--- src/rtl/tl_light_monitor_if.sv ---
// Light-line bundle between a traffic-light sequencer and its monitor.
// Latency: none, wires only. Backpressure: none, the monitor is passive.
// Ports: red_i/yellow_i/green_i/clr_i driven by master; status outputs driven by slave (monitor).
// Build option TL_MON_MAXDWELL_EN adds max_red_o/max_green_o/max_yellow_o.
interface tl_light_monitor_if #(
  parameter int CNT_W = 8
);
  logic             red_i;
  logic             yellow_i;
  logic             green_i;
  logic             clr_i;
  logic             locked_o;
  logic [1:0]       phase_o;
  logic [CNT_W-1:0] dwell_o;
  logic [15:0]      cycles_o;
  logic             err_onehot_o;
  logic             err_seq_o;
  logic             err_dwell_o;
  logic             err_any_o;
`ifdef TL_MON_MAXDWELL_EN
  logic [CNT_W-1:0] max_red_o;
  logic [CNT_W-1:0] max_green_o;
  logic [CNT_W-1:0] max_yellow_o;

  modport master (
    output red_i, yellow_i, green_i, clr_i,
    input  locked_o, phase_o, dwell_o, cycles_o,
    input  err_onehot_o, err_seq_o, err_dwell_o, err_any_o,
    input  max_red_o, max_green_o, max_yellow_o
  );
  modport slave (
    input  red_i, yellow_i, green_i, clr_i,
    output locked_o, phase_o, dwell_o, cycles_o,
    output err_onehot_o, err_seq_o, err_dwell_o, err_any_o,
    output max_red_o, max_green_o, max_yellow_o
  );
`else
  modport master (
    output red_i, yellow_i, green_i, clr_i,
    input  locked_o, phase_o, dwell_o, cycles_o,
    input  err_onehot_o, err_seq_o, err_dwell_o, err_any_o
  );
  modport slave (
    input  red_i, yellow_i, green_i, clr_i,
    output locked_o, phase_o, dwell_o, cycles_o,
    output err_onehot_o, err_seq_o, err_dwell_o, err_any_o
  );
`endif
endinterface

--- src/rtl/tl_light_monitor.sv ---
// Passive checker of red/yellow/green light lines: phase tracking, dwell timing, sticky errors, cycle count.
// Latency: a sample at edge N shows on all outputs right after edge N; err_any_o one cycle later.
// Backpressure: none, observes every cycle and never stalls the sequencer.
// Ports: clk, rst_n (synchronous, active-low), mon (tl_light_monitor_if.slave).
// Build option TL_MON_MAXDWELL_EN adds per-phase maximum completed dwell outputs.
module tl_light_monitor #(
  parameter int MIN_DWELL = 1,
  parameter int MAX_DWELL = 255,
  parameter int CNT_W     = 8
) (
  input  logic               clk,
  input  logic               rst_n,
  tl_light_monitor_if.slave  mon
);

  typedef enum logic [1:0] {
    ST_UNLOCKED = 2'd0,
    ST_RED      = 2'd1,
    ST_GREEN    = 2'd2,
    ST_YELLOW   = 2'd3
  } state_t;

  localparam logic [CNT_W-1:0] MIN_D     = CNT_W'(MIN_DWELL);
  // One bit wider so MAX_DWELL+1 is representable even when MAX_DWELL is all-ones.
  localparam logic [CNT_W:0]   MAX_P1    = (CNT_W+1)'(MAX_DWELL + 1);
  localparam logic [CNT_W-1:0] DWELL_ONE = CNT_W'(1);

  state_t           state_q, state_nxt;
  logic [CNT_W-1:0] dwell_q, dwell_nxt;
  logic [15:0]      cycles_q, cycles_nxt;
  logic             ovr_done_q, ovr_done_nxt;
  logic             err_onehot_q, err_onehot_nxt;
  logic             err_seq_q, err_seq_nxt;
  logic             err_dwell_q, err_dwell_nxt;
  logic [1:0]       phase_nxt;

  logic [2:0]       smp;
  logic             smp_legal;
  state_t           smp_phase;
  state_t           succ;
  logic             locked;
  logic             stay;
  logic             advance;
  logic             seq_fault;
  logic             overstay;
  logic             short_exit;
  logic [CNT_W:0]   dwell_inc;

  assign smp = {mon.red_i, mon.yellow_i, mon.green_i};

  always_comb begin
    smp_legal = 1'b1;
    smp_phase = ST_UNLOCKED;
    case (smp)
      3'b100:  smp_phase = ST_RED;
      3'b001:  smp_phase = ST_GREEN;
      3'b010:  smp_phase = ST_YELLOW;
      default: smp_legal = 1'b0;
    endcase
  end

  always_comb begin
    succ = ST_UNLOCKED;
    case (state_q)
      ST_RED:    succ = ST_GREEN;
      ST_GREEN:  succ = ST_YELLOW;
      ST_YELLOW: succ = ST_RED;
      default:   succ = ST_UNLOCKED;
    endcase
  end

  assign locked     = (state_q != ST_UNLOCKED);
  assign stay       = locked && smp_legal && (smp_phase == state_q);
  assign advance    = locked && smp_legal && (smp_phase == succ);
  assign seq_fault  = locked && smp_legal && !stay && !advance;
  assign dwell_inc  = {1'b0, dwell_q} + {{CNT_W{1'b0}}, 1'b1};
  // ovr_done_q suppresses repeats while dwell sits saturated at MAX_DWELL = all-ones.
  assign overstay   = stay && (dwell_inc == MAX_P1) && !ovr_done_q;
  assign short_exit = advance && (dwell_q < MIN_D);

  // State register (together with the registered datapath/outputs).
  always_ff @(posedge clk) begin
    if (!rst_n) begin
      state_q          <= ST_UNLOCKED;
      dwell_q          <= '0;
      cycles_q         <= '0;
      ovr_done_q       <= 1'b0;
      err_onehot_q     <= 1'b0;
      err_seq_q        <= 1'b0;
      err_dwell_q      <= 1'b0;
      mon.locked_o     <= 1'b0;
      mon.phase_o      <= 2'b00;
      mon.err_any_o    <= 1'b0;
    end else begin
      state_q          <= state_nxt;
      dwell_q          <= dwell_nxt;
      cycles_q         <= cycles_nxt;
      ovr_done_q       <= ovr_done_nxt;
      err_onehot_q     <= err_onehot_nxt;
      err_seq_q        <= err_seq_nxt;
      err_dwell_q      <= err_dwell_nxt;
      mon.locked_o     <= (state_nxt != ST_UNLOCKED);
      mon.phase_o      <= phase_nxt;
      mon.err_any_o    <= err_onehot_q | err_seq_q | err_dwell_q;
    end
  end

  // Next-state logic.
  always_comb begin
    state_nxt = state_q;
    case (state_q)
      ST_UNLOCKED: begin
        if (smp_legal && smp_phase == ST_RED) state_nxt = ST_RED;
      end
      default: begin
        if (!smp_legal || seq_fault) state_nxt = ST_UNLOCKED;
        else if (advance)            state_nxt = succ;
        else                         state_nxt = state_q;
      end
    endcase
  end

  // Output / datapath next values.
  always_comb begin
    dwell_nxt    = '0;
    ovr_done_nxt = 1'b0;
    cycles_nxt   = cycles_q;
    phase_nxt    = 2'b00;

    if (!locked && smp_legal && smp_phase == ST_RED) begin
      dwell_nxt = DWELL_ONE;
    end else if (stay) begin
      dwell_nxt    = (&dwell_q) ? dwell_q : dwell_inc[CNT_W-1:0];
      ovr_done_nxt = ovr_done_q | overstay;
    end else if (advance) begin
      dwell_nxt = DWELL_ONE;
    end

    if (advance && state_q == ST_YELLOW) cycles_nxt = cycles_q + 16'd1;

    case (state_nxt)
      ST_GREEN:  phase_nxt = 2'b01;
      ST_YELLOW: phase_nxt = 2'b10;
      default:   phase_nxt = 2'b00;
    endcase

    // A fresh detection wins over a simultaneous clear.
    err_onehot_nxt = !smp_legal           | (err_onehot_q & ~mon.clr_i);
    err_seq_nxt    = seq_fault            | (err_seq_q    & ~mon.clr_i);
    err_dwell_nxt  = overstay | short_exit | (err_dwell_q & ~mon.clr_i);
  end

  assign mon.dwell_o      = dwell_q;
  assign mon.cycles_o     = cycles_q;
  assign mon.err_onehot_o = err_onehot_q;
  assign mon.err_seq_o    = err_seq_q;
  assign mon.err_dwell_o  = err_dwell_q;

`ifdef TL_MON_MAXDWELL_EN
  // Longest completed dwell per phase; only successor exits count as completed.
  always_ff @(posedge clk) begin
    if (!rst_n) begin
      mon.max_red_o    <= '0;
      mon.max_green_o  <= '0;
      mon.max_yellow_o <= '0;
    end else if (advance) begin
      case (state_q)
        ST_RED:    if (dwell_q > mon.max_red_o)    mon.max_red_o    <= dwell_q;
        ST_GREEN:  if (dwell_q > mon.max_green_o)  mon.max_green_o  <= dwell_q;
        ST_YELLOW: if (dwell_q > mon.max_yellow_o) mon.max_yellow_o <= dwell_q;
        default: ;
      endcase
    end
  end
`endif

endmodule

--- src/flat_wrapper.sv ---
// flat-port wrapper written by rule: the top's interface ports become plain ports
module tl_light_monitor_flat 
#(
  parameter int MIN_DWELL = 1,
  parameter int MAX_DWELL = 255,
  parameter int CNT_W     = 8
)
  (clk, rst_n, mon_red_i, mon_yellow_i, mon_green_i, mon_clr_i, mon_locked_o, mon_phase_o, mon_dwell_o, mon_cycles_o, mon_err_onehot_o, mon_err_seq_o, mon_err_dwell_o, mon_err_any_o);
  tl_light_monitor_if #(.CNT_W(CNT_W)) mon_i ();
  input  logic clk;
  input  logic rst_n;
  input wire logic [$bits(mon_i.red_i)-1:0] mon_red_i;
  input wire logic [$bits(mon_i.yellow_i)-1:0] mon_yellow_i;
  input wire logic [$bits(mon_i.green_i)-1:0] mon_green_i;
  input wire logic [$bits(mon_i.clr_i)-1:0] mon_clr_i;
  output wire logic [$bits(mon_i.locked_o)-1:0] mon_locked_o;
  output wire logic [$bits(mon_i.phase_o)-1:0] mon_phase_o;
  output wire logic [$bits(mon_i.dwell_o)-1:0] mon_dwell_o;
  output wire logic [$bits(mon_i.cycles_o)-1:0] mon_cycles_o;
  output wire logic [$bits(mon_i.err_onehot_o)-1:0] mon_err_onehot_o;
  output wire logic [$bits(mon_i.err_seq_o)-1:0] mon_err_seq_o;
  output wire logic [$bits(mon_i.err_dwell_o)-1:0] mon_err_dwell_o;
  output wire logic [$bits(mon_i.err_any_o)-1:0] mon_err_any_o;
  assign mon_i.red_i = mon_red_i;
  assign mon_i.yellow_i = mon_yellow_i;
  assign mon_i.green_i = mon_green_i;
  assign mon_i.clr_i = mon_clr_i;
  assign mon_locked_o = mon_i.locked_o;
  assign mon_phase_o = mon_i.phase_o;
  assign mon_dwell_o = mon_i.dwell_o;
  assign mon_cycles_o = mon_i.cycles_o;
  assign mon_err_onehot_o = mon_i.err_onehot_o;
  assign mon_err_seq_o = mon_i.err_seq_o;
  assign mon_err_dwell_o = mon_i.err_dwell_o;
  assign mon_err_any_o = mon_i.err_any_o;
  tl_light_monitor #(.MIN_DWELL(MIN_DWELL), .MAX_DWELL(MAX_DWELL), .CNT_W(CNT_W)) u_core (.clk(clk), .rst_n(rst_n), .mon(mon_i));
endmodule
--- config.mk ---
export PLATFORM = sky130hd
export DESIGN_NAME = tl_light_monitor_flat
export DESIGN_NICKNAME = d
export VERILOG_FILES = /design/src/rtl/tl_light_monitor_if.sv /design/src/rtl/tl_light_monitor.sv /design/src/flat_wrapper.sv
export SDC_FILE = /design/constraint.sdc
export NUM_CORES = 1
export LEC_CHECK = 0
export BUFFER_PORTS_ARGS = -buffer_cell sky130_fd_sc_hd__buf_2
export CAP_MARGIN = 30
export CORE_MARGIN = 3
export CORE_UTILIZATION = 53
export DETAILED_ROUTE_END_ITERATION = 6
export HOLD_SLACK_MARGIN = 0.08
export PLACE_DENSITY = 0.77
export SETUP_SLACK_MARGIN = 0.5
export SLEW_MARGIN = 30
export SYNTH_ARGS = -nofsm -noshare
export SYNTH_HDL_FRONTEND = slang
export SYNTH_SLANG_ARGS = --single-unit
export TNS_END_PERCENT = 30
--- constraint.sdc ---
create_clock -name clk -period 3.2 [get_ports clk]
set_input_delay 0.64 -clock clk [delete_from_list [all_inputs] [get_ports clk]]
set_output_delay 0.64 -clock clk [all_outputs]
set_load 0.01 [all_outputs]
## After elaboration in Yosys (flattened, before gate mapping)

Cells that the tools add are included.
Widths: inputs -> output; s select.

| word-level totals | value |
|---|---|
| flip-flop bits (word level) | 34 |
| output and inout port bits | 31 |
| word-level logic and storage cells | 78 |

| operators by class | value |
|---|---|
| $add $sub $neg | 2 |
| $lt $le $gt $ge | 1 |
| equality and inequality tests | 14 |
| multiplexer cells | 12 |
| bitwise logic cells | 13 |
| reduce and logical (&&, ||, !) cells | 25 |

Operators by type and width:

| operator | count |
|---|---|
| $add 16x1->16 const B | 1 |
| $mux 8 | 2 |
| $logic_and 1x1->1 | 12 |
| $pmux 2 s3 | 2 |
| $add 8x1->9 const B | 1 |
| $eq 9x9->1 const B | 1 |
| $eq 2x2->1 const B | 4 |
| $lt 8x1->1 const B | 1 |
| $mux 2 | 4 |
| $reduce_and 8->1 | 1 |
| $or 1x1->1 | 7 |
| $reduce_or 3->1 | 2 |
| $logic_not 1->1 | 5 |
| $eq 2x1->1 const B | 2 |
| $eq 2x2->1 | 2 |
| $pmux 2 s2 | 1 |
| $reduce_bool 2->1 | 2 |
| $and 1x1->1 | 3 |
| $eq 3x1->1 const B | 1 |
| $eq 3x2->1 const B | 1 |
| $eq 3x3->1 const B | 1 |
| $mux 1 | 3 |
| $ne 3x3->1 const B | 1 |
| $not 1->1 | 3 |
| other kinds (4) | 4 |

## Depth between registers and ports, before layout

| depth | value |
|---|---|
| depth after elaboration | 13 |
| depth in mapped cells | 10 |
| gate-level depth less buffers | 9 |

## Worst setup path before layout

Ideal clock, no wire load.

| timing path | value |
|---|---|
| kind | reg-to-reg |
| from | register u_core.state_q[0] |
| to | register u_core.mon.locked_o |
| data arrival time | 2306 ps |
| setup slack | 780 ps |
| stages on the path, launching flop included | 9 |
| path buffers | 1 |
| period minus slack after synthesis | 2420 ps |
| cell sequence | dfxtp_1 > inv_1 > ha_1 > or4_1 > a211oi_2 > a211oi_2 > buf_6 > o31a_2 > a21o_1 |

| between the ends | value |
|---|---|
| longest elaborated chain between the ends | 10 |

RTL lines:

| element | RTL line | source |
|---|---|---|
| start, declared | tl_light_monitor.sv:28 | `state_t state_q, state_nxt;` |
| start signal, assigned | tl_light_monitor.sv:95 | `state_q <= state_nxt;` |
| $eq 2x2->1 (tied with other cells) | tl_light_monitor.sv:64 | `case (state_q)` |
| $pmux 2 s3 or $logic_and 1x1->1 (tied branches) | -- |  |
| $eq 2x2->1 or $logic_and 1x1->1 (tied branches) | tl_light_monitor.sv:74, tl_light_monitor.sv:73 |  |
| $logic_and 1x1->1 or $logic_not 1->1 (tied branches) | tl_light_monitor.sv:74, tl_light_monitor.sv:75 |  |
| $logic_not 1->1 or $logic_and 1x1->1 (tied branches) | tl_light_monitor.sv:75 | `assign seq_fault = locked && smp_legal && !stay && !advance;` |
| $logic_and 1x1->1 | tl_light_monitor.sv:75 |  |
| $logic_or 1x1->1 | tl_light_monitor.sv:116 | `if (!smp_legal \|\| seq_fault) state_nxt = ST_UNLOCKED;` |
| $mux 2 | tl_light_monitor.sv:116 |  |
| $mux 2 (*) | tl_light_monitor.sv:111 | `case (state_q)` |
| $reduce_bool 2->1 (*) | tl_light_monitor.sv:102 | `mon.locked_o <= (state_nxt != ST_UNLOCKED);` |
| end signal, assigned | tl_light_monitor.sv:102 |  |
| end, declared | tl_light_monitor_if.sv:45 | `output locked_o, phase_o, dwell_o, cycles_o,` |

Every way passes the cells marked *; elsewhere a longest branch is shown, timed or not.
A chain may end at the register's enable or synchronous reset.

## Worst setup path in the final report

| timing path | value |
|---|---|
| from | register u_core.state_q[0] |
| to | register u_core.cycles_q[12] (netlist: u_core.mon.cycles_o[12]) |

| between the ends | value |
|---|---|
| longest elaborated chain between the ends | 5 |

RTL lines:

| element | RTL line | source |
|---|---|---|
| $eq 2x2->1 (tied with other cells) | tl_light_monitor.sv:64, tl_light_monitor.sv:139 |  |
| $pmux 2 s3 | tl_light_monitor.sv:64 |  |
| $eq 2x2->1 | tl_light_monitor.sv:74 | `assign advance = locked && smp_legal && (smp_phase == succ);` |
| $logic_and 1x1->1 | tl_light_monitor.sv:74 |  |
| $logic_and 1x1->1 (*) | tl_light_monitor.sv:139 | `if (advance && state_q == ST_YELLOW) cycles_nxt = cycles_q + 16'd1;` |
| end signal, assigned | tl_light_monitor.sv:97 | `cycles_q <= cycles_nxt;` |
| end, declared | tl_light_monitor.sv:30 | `logic [15:0] cycles_q, cycles_nxt;` |

Marks and branches as above.

==> impl_metrics.csv <==
group,metric,value,unit
clock_tree,cts_htree_levels,2,
die,fp.dieH,66.6,um
critical_path,critical_path.max_fanout,12,
clock_tree,clkSinkCount,34,
clock_tree,worstSkewPairLatency,0.28,ns
detailed_routing,routed_length_per_placed_instance,13.8,um
hold_path,hold_end,"u_core.ovr_done_q$_SDFF_PP0_",
synth,syn_area_per_cell,8.57,um^2
global_route,initial_antenna_violation_count,0,
timing,max_freq,381,MHz
cells_and_area,area_growth,17.9,%
timing,final_min_period_over_clock_period,0.821,
power,powerDensity,406,nW/um^2
hold_path,min-delay-path-class,"reg -> reg",
clock_tree,cts_buffer_depth,2,
timing,setup_viol_count_final,0,
die,initial_utilization,0.565,
power,totalPowerFinal,932,uW
power,switching_power,257,uW
synth,synth.largest_area_cell,"sky130_fd_sc_hd__dfxtp_1",
critical_path,cp.required,3.38,ns
global_route,grtUsageTotal,0.203,
detailed_routing,viasPerCell,5.69,
global_route,grt_first_pass_wirelength,7.01,mm
cells_and_area,stdcell_count,308,
place,numPortBuffers,36,
die,rows,21,
die,design.portCount,37,
synth,synth_warnings,0,
detailed_routing,detail_route.iter0.violations,115,
critical_path,worstSetupEndpointType,"flop",
power,pwr-share-clk,0.331,
global_route,maximum_number_of_pins_on_one_net_before_global_route_repair,30,
timing,hold_viol,0,
synth,synth_edf_count,0,
run_status,outcome,"finished, final reports clean",
synth,area_share_of_the_leading_cell_type_in_the_synthesized_netlist,0.350,
power,share_comb_of_total_power,0.191,
flow_run,drv.max_cap_violation_count,0,
global_route,via_count_of_the_first_global_routing_pass,1590,
detailed_routing,routed-via-count,1751,
critical_path,criticalPathCategory,"reg -> reg",
critical_path,critical_path_arrival,2.81,ns
detailed_routing,detail_route.wirelength,4.26,mm
critical_path,regToRegEndpoint,"u_core.mon.cycles_o[12]$_SDFFE_PN0P_",
power,sequential_share_of_power,0.478,
synth,post_synth_main_area_contributors,"sky130_fd_sc_hd__dfxtp_1 35%, sky130_fd_sc_hd__xor2_1 7.7%, sky130_fd_sc_hd__and2_1 5.1%",
synth,dominantRegCellSynth,"sky130_fd_sc_hd__dfxtp_1",
timing,final_period_minus_worst_setup_slack,2.63,ns
timing,rsz0062_at_grt,"false",
global_route,grt_total_ovfl,0,
synth,count_of_distinct_cell_types_in_the_synthesized_netlist,48,
timing,tightestPinTransition,0.687,ns
clock_tree,post_cts_clock_slew_at_the_launch_and_capture_registers_of_the_worst_setup_and_hold_paths,0.06,ns
power,largest_vdd_supply_drop,344,uV
cells_and_area,num-nets-final,276,
power,internal-power,675,uW
cells_and_area,number_of_diodes_added_for_antenna_fixing,0,
clock_tree,tritoncts,"yes",
place,gp_congestion,0.841,
cells_and_area,fin_util,0.666,
timing,timing.final.max_slew_violations,0,
detailed_routing,drt_pass_1_iters,4,
place,numPlacedInstances,302,
hold_path,min_from,"u_core.ovr_done_q$_SDFF_PP0_",
synth,synth_async_sr_flop_share,0,
die,core_area,3440,um^2
critical_path,timing.reg2reg.setup_slack,0.57,ns
power,swShare,0.276,
detailed_routing,drc,0,
hold_path,worstHoldPathCells,2,
critical_path,worstSetupStartpointType,"flop",
synth,area_of_the_mapped_netlist,1950,um^2
cells_and_area,drive_gt1_frac,0.237,
clock_tree,cts_made_buffers,5,
critical_path,rr_worst_depth,9,
detailed_routing,antenna_violating_nets_post_route,0,
synth,syn_nets,240,
place,detailed_place_hpwl,3.03,mm
critical_path,critical_r2r_launch,"u_core.state_q[0]$_SDFF_PN0_",
timing,fin_setup_tns,0,ns
timing,worst_slew_margin_rel,0.541,
die,floorplan.die_area,4430,um^2
clock_tree,cts_root_buf,"sky130_fd_sc_hd__clkbuf_8",
power,cellLeakagePower,0.00102,uW
die,die_width,66.6,um
synth,seq_area_frac_synth,0.350,
timing,worst_clock_skew,0.00237,ns
clock_tree,cts_post_setup_buffers_inserted,0,
synth,synth-seq-cells,34,
synth,netlist_instances,227,
-- cells by family (layout without fill, tap and decap cells) --
family	count (synthesis)	after routing	synth area share
compound gates	39	39	0.143
xor+xnor	19	19	0.0855
mux	2	2	0.0103
flops	34	34	0.350
fa+ha+maj	7	7	0.0450
buf+inv	21	56	0.0572
simple gates	105	105	0.309
-- synth_stat cells, drive strengths merged, types with 2 or more instances --
cell type	count
a211oi	2
a21o	2
a21oi	9
and2	16
and3	3
and4	2
buf	10
dfxtp	34
ha	7
inv	10
mux2i	2
nand2	23
nand2b	3
nand3	14
nand4	2
nor2	13
nor2b	3
nor3	8
nor3b	2
nor4	7
nor4b	3
o211ai	4
o21a	3
o21ai	5
o22a	2
o22ai	3
o31a	2
or2	2
or4	2
xnor2	2
xor2	17
-- area by class of cell --
class,count,area [um^2]
sequential,34,686
fill,299,1150
inverter,10,37.5
clock buffer,6,82.6
multi-input combinational,172,1210
tap,46,57.6
timing repair buffer,40,223
-- through the flow --
step           worst slack, ns  hold WS, ns  cell area (um^2)
4_1_cts                  0.464        0.489              2240
3_5_place_dp             0.480        0.471              2150
2_1_floorplan            0.780        0.438              1950
6_report                 0.572        0.485              2290
3_3_place_gp             0.537        0.454              2150
5_1_grt                  0.491        0.529              2290
-- critical path, cell delays in order, from the launching register on --
cell and delay [ns]:
sky130_fd_sc_hd__dfxtp_4 0.38, sky130_fd_sc_hd__inv_1 0.09, sky130_fd_sc_hd__ha_1 0.25, sky130_fd_sc_hd__or4_4 0.54, sky130_fd_sc_hd__a211oi_4 0.32, sky130_fd_sc_hd__a211oi_4 0.11
sky130_fd_sc_hd__buf_12 0.20, sky130_fd_sc_hd__nor4b_1 0.35, sky130_fd_sc_hd__xor2_1 0.11, sky130_fd_sc_hd__and2_1 0.17
-- repair_timing --
item	CTS	global route
resized for setup	1	11
pin swaps	0	1
hold buffers	0	0
hold endpoints to repair	0	0
endpoints found under the setup margin	5	17
-- layer usage --
metal  global-route usage  share of wire
met2                0.332           0.47
met3               0.0422          0.053
met1                0.252           0.46
met4                0.102          0.016
met5                    0              0
-- registers in the layout (all words and copies together), names as in the netlist --
register                 cells
u_core.mon.err_onehot_o      1
u_core.mon.err_dwell_o       1
u_core.mon.phase_o           2
u_core.mon.dwell_o           8
u_core.mon.cycles_o         16
u_core.mon.err_seq_o         1
u_core.state_q               2
u_core.mon.locked_o          1
u_core.ovr_done_q            1
u_core.mon.err_any_o         1
-- power groups by stage --
stage	Combinational [uW]	Clock, uW	Sequential, uW
finish	178	309	445
global route	194	329	447
CTS	157	315	444
detailed placement	156	0	453
global placement	153	0	453
floorplan	112	0	455
-- cells in the final DEF, fill, tap and decap left out, types with 3 or more instances in the layout --
master	n
sky130_fd_sc_hd__inv_1	10
sky130_fd_sc_hd__clkbuf_8	6
sky130_fd_sc_hd__and2_1	16
sky130_fd_sc_hd__xor2_1	17
sky130_fd_sc_hd__nor2b_1	3
sky130_fd_sc_hd__o211ai_1	4
sky130_fd_sc_hd__a21oi_1	9
sky130_fd_sc_hd__and3_1	3
sky130_fd_sc_hd__nor2_1	13
sky130_fd_sc_hd__nor3_1	7
sky130_fd_sc_hd__buf_2	36
sky130_fd_sc_hd__nor4_1	4
sky130_fd_sc_hd__o21ai_0	5
sky130_fd_sc_hd__nand3_1	14
sky130_fd_sc_hd__o22ai_1	3
sky130_fd_sc_hd__dfxtp_1	32
sky130_fd_sc_hd__o21a_1	3
sky130_fd_sc_hd__buf_4	3
sky130_fd_sc_hd__ha_1	6
sky130_fd_sc_hd__nand2b_1	3
sky130_fd_sc_hd__nand2_1	23
-- how the worst max path moves through the flow --
stage	startpoint	endpoint	slack, ns	cells past startpoint
2_1_floorplan	u_core.state_q[0]$_SDFF_PN0_	u_core.mon.locked_o$_SDFF_PN0_	0.78	8
3_3_place_gp	mon_yellow_i	u_core.mon.cycles_o[0]$_SDFFE_PN0P_	0.54	8
3_5_place_dp	mon_yellow_i	u_core.mon.cycles_o[0]$_SDFFE_PN0P_	0.48	8
4_1_cts	u_core.state_q[1]$_SDFF_PN0_	u_core.mon.cycles_o[11]$_SDFFE_PN0P_	0.46	9
5_1_grt	u_core.state_q[0]$_SDFF_PN0_	u_core.mon.cycles_o[12]$_SDFFE_PN0P_	0.49	9
6_report	u_core.state_q[0]$_SDFF_PN0_	u_core.mon.cycles_o[12]$_SDFFE_PN0P_	0.57	9
(Power assumes the default switching activity.)
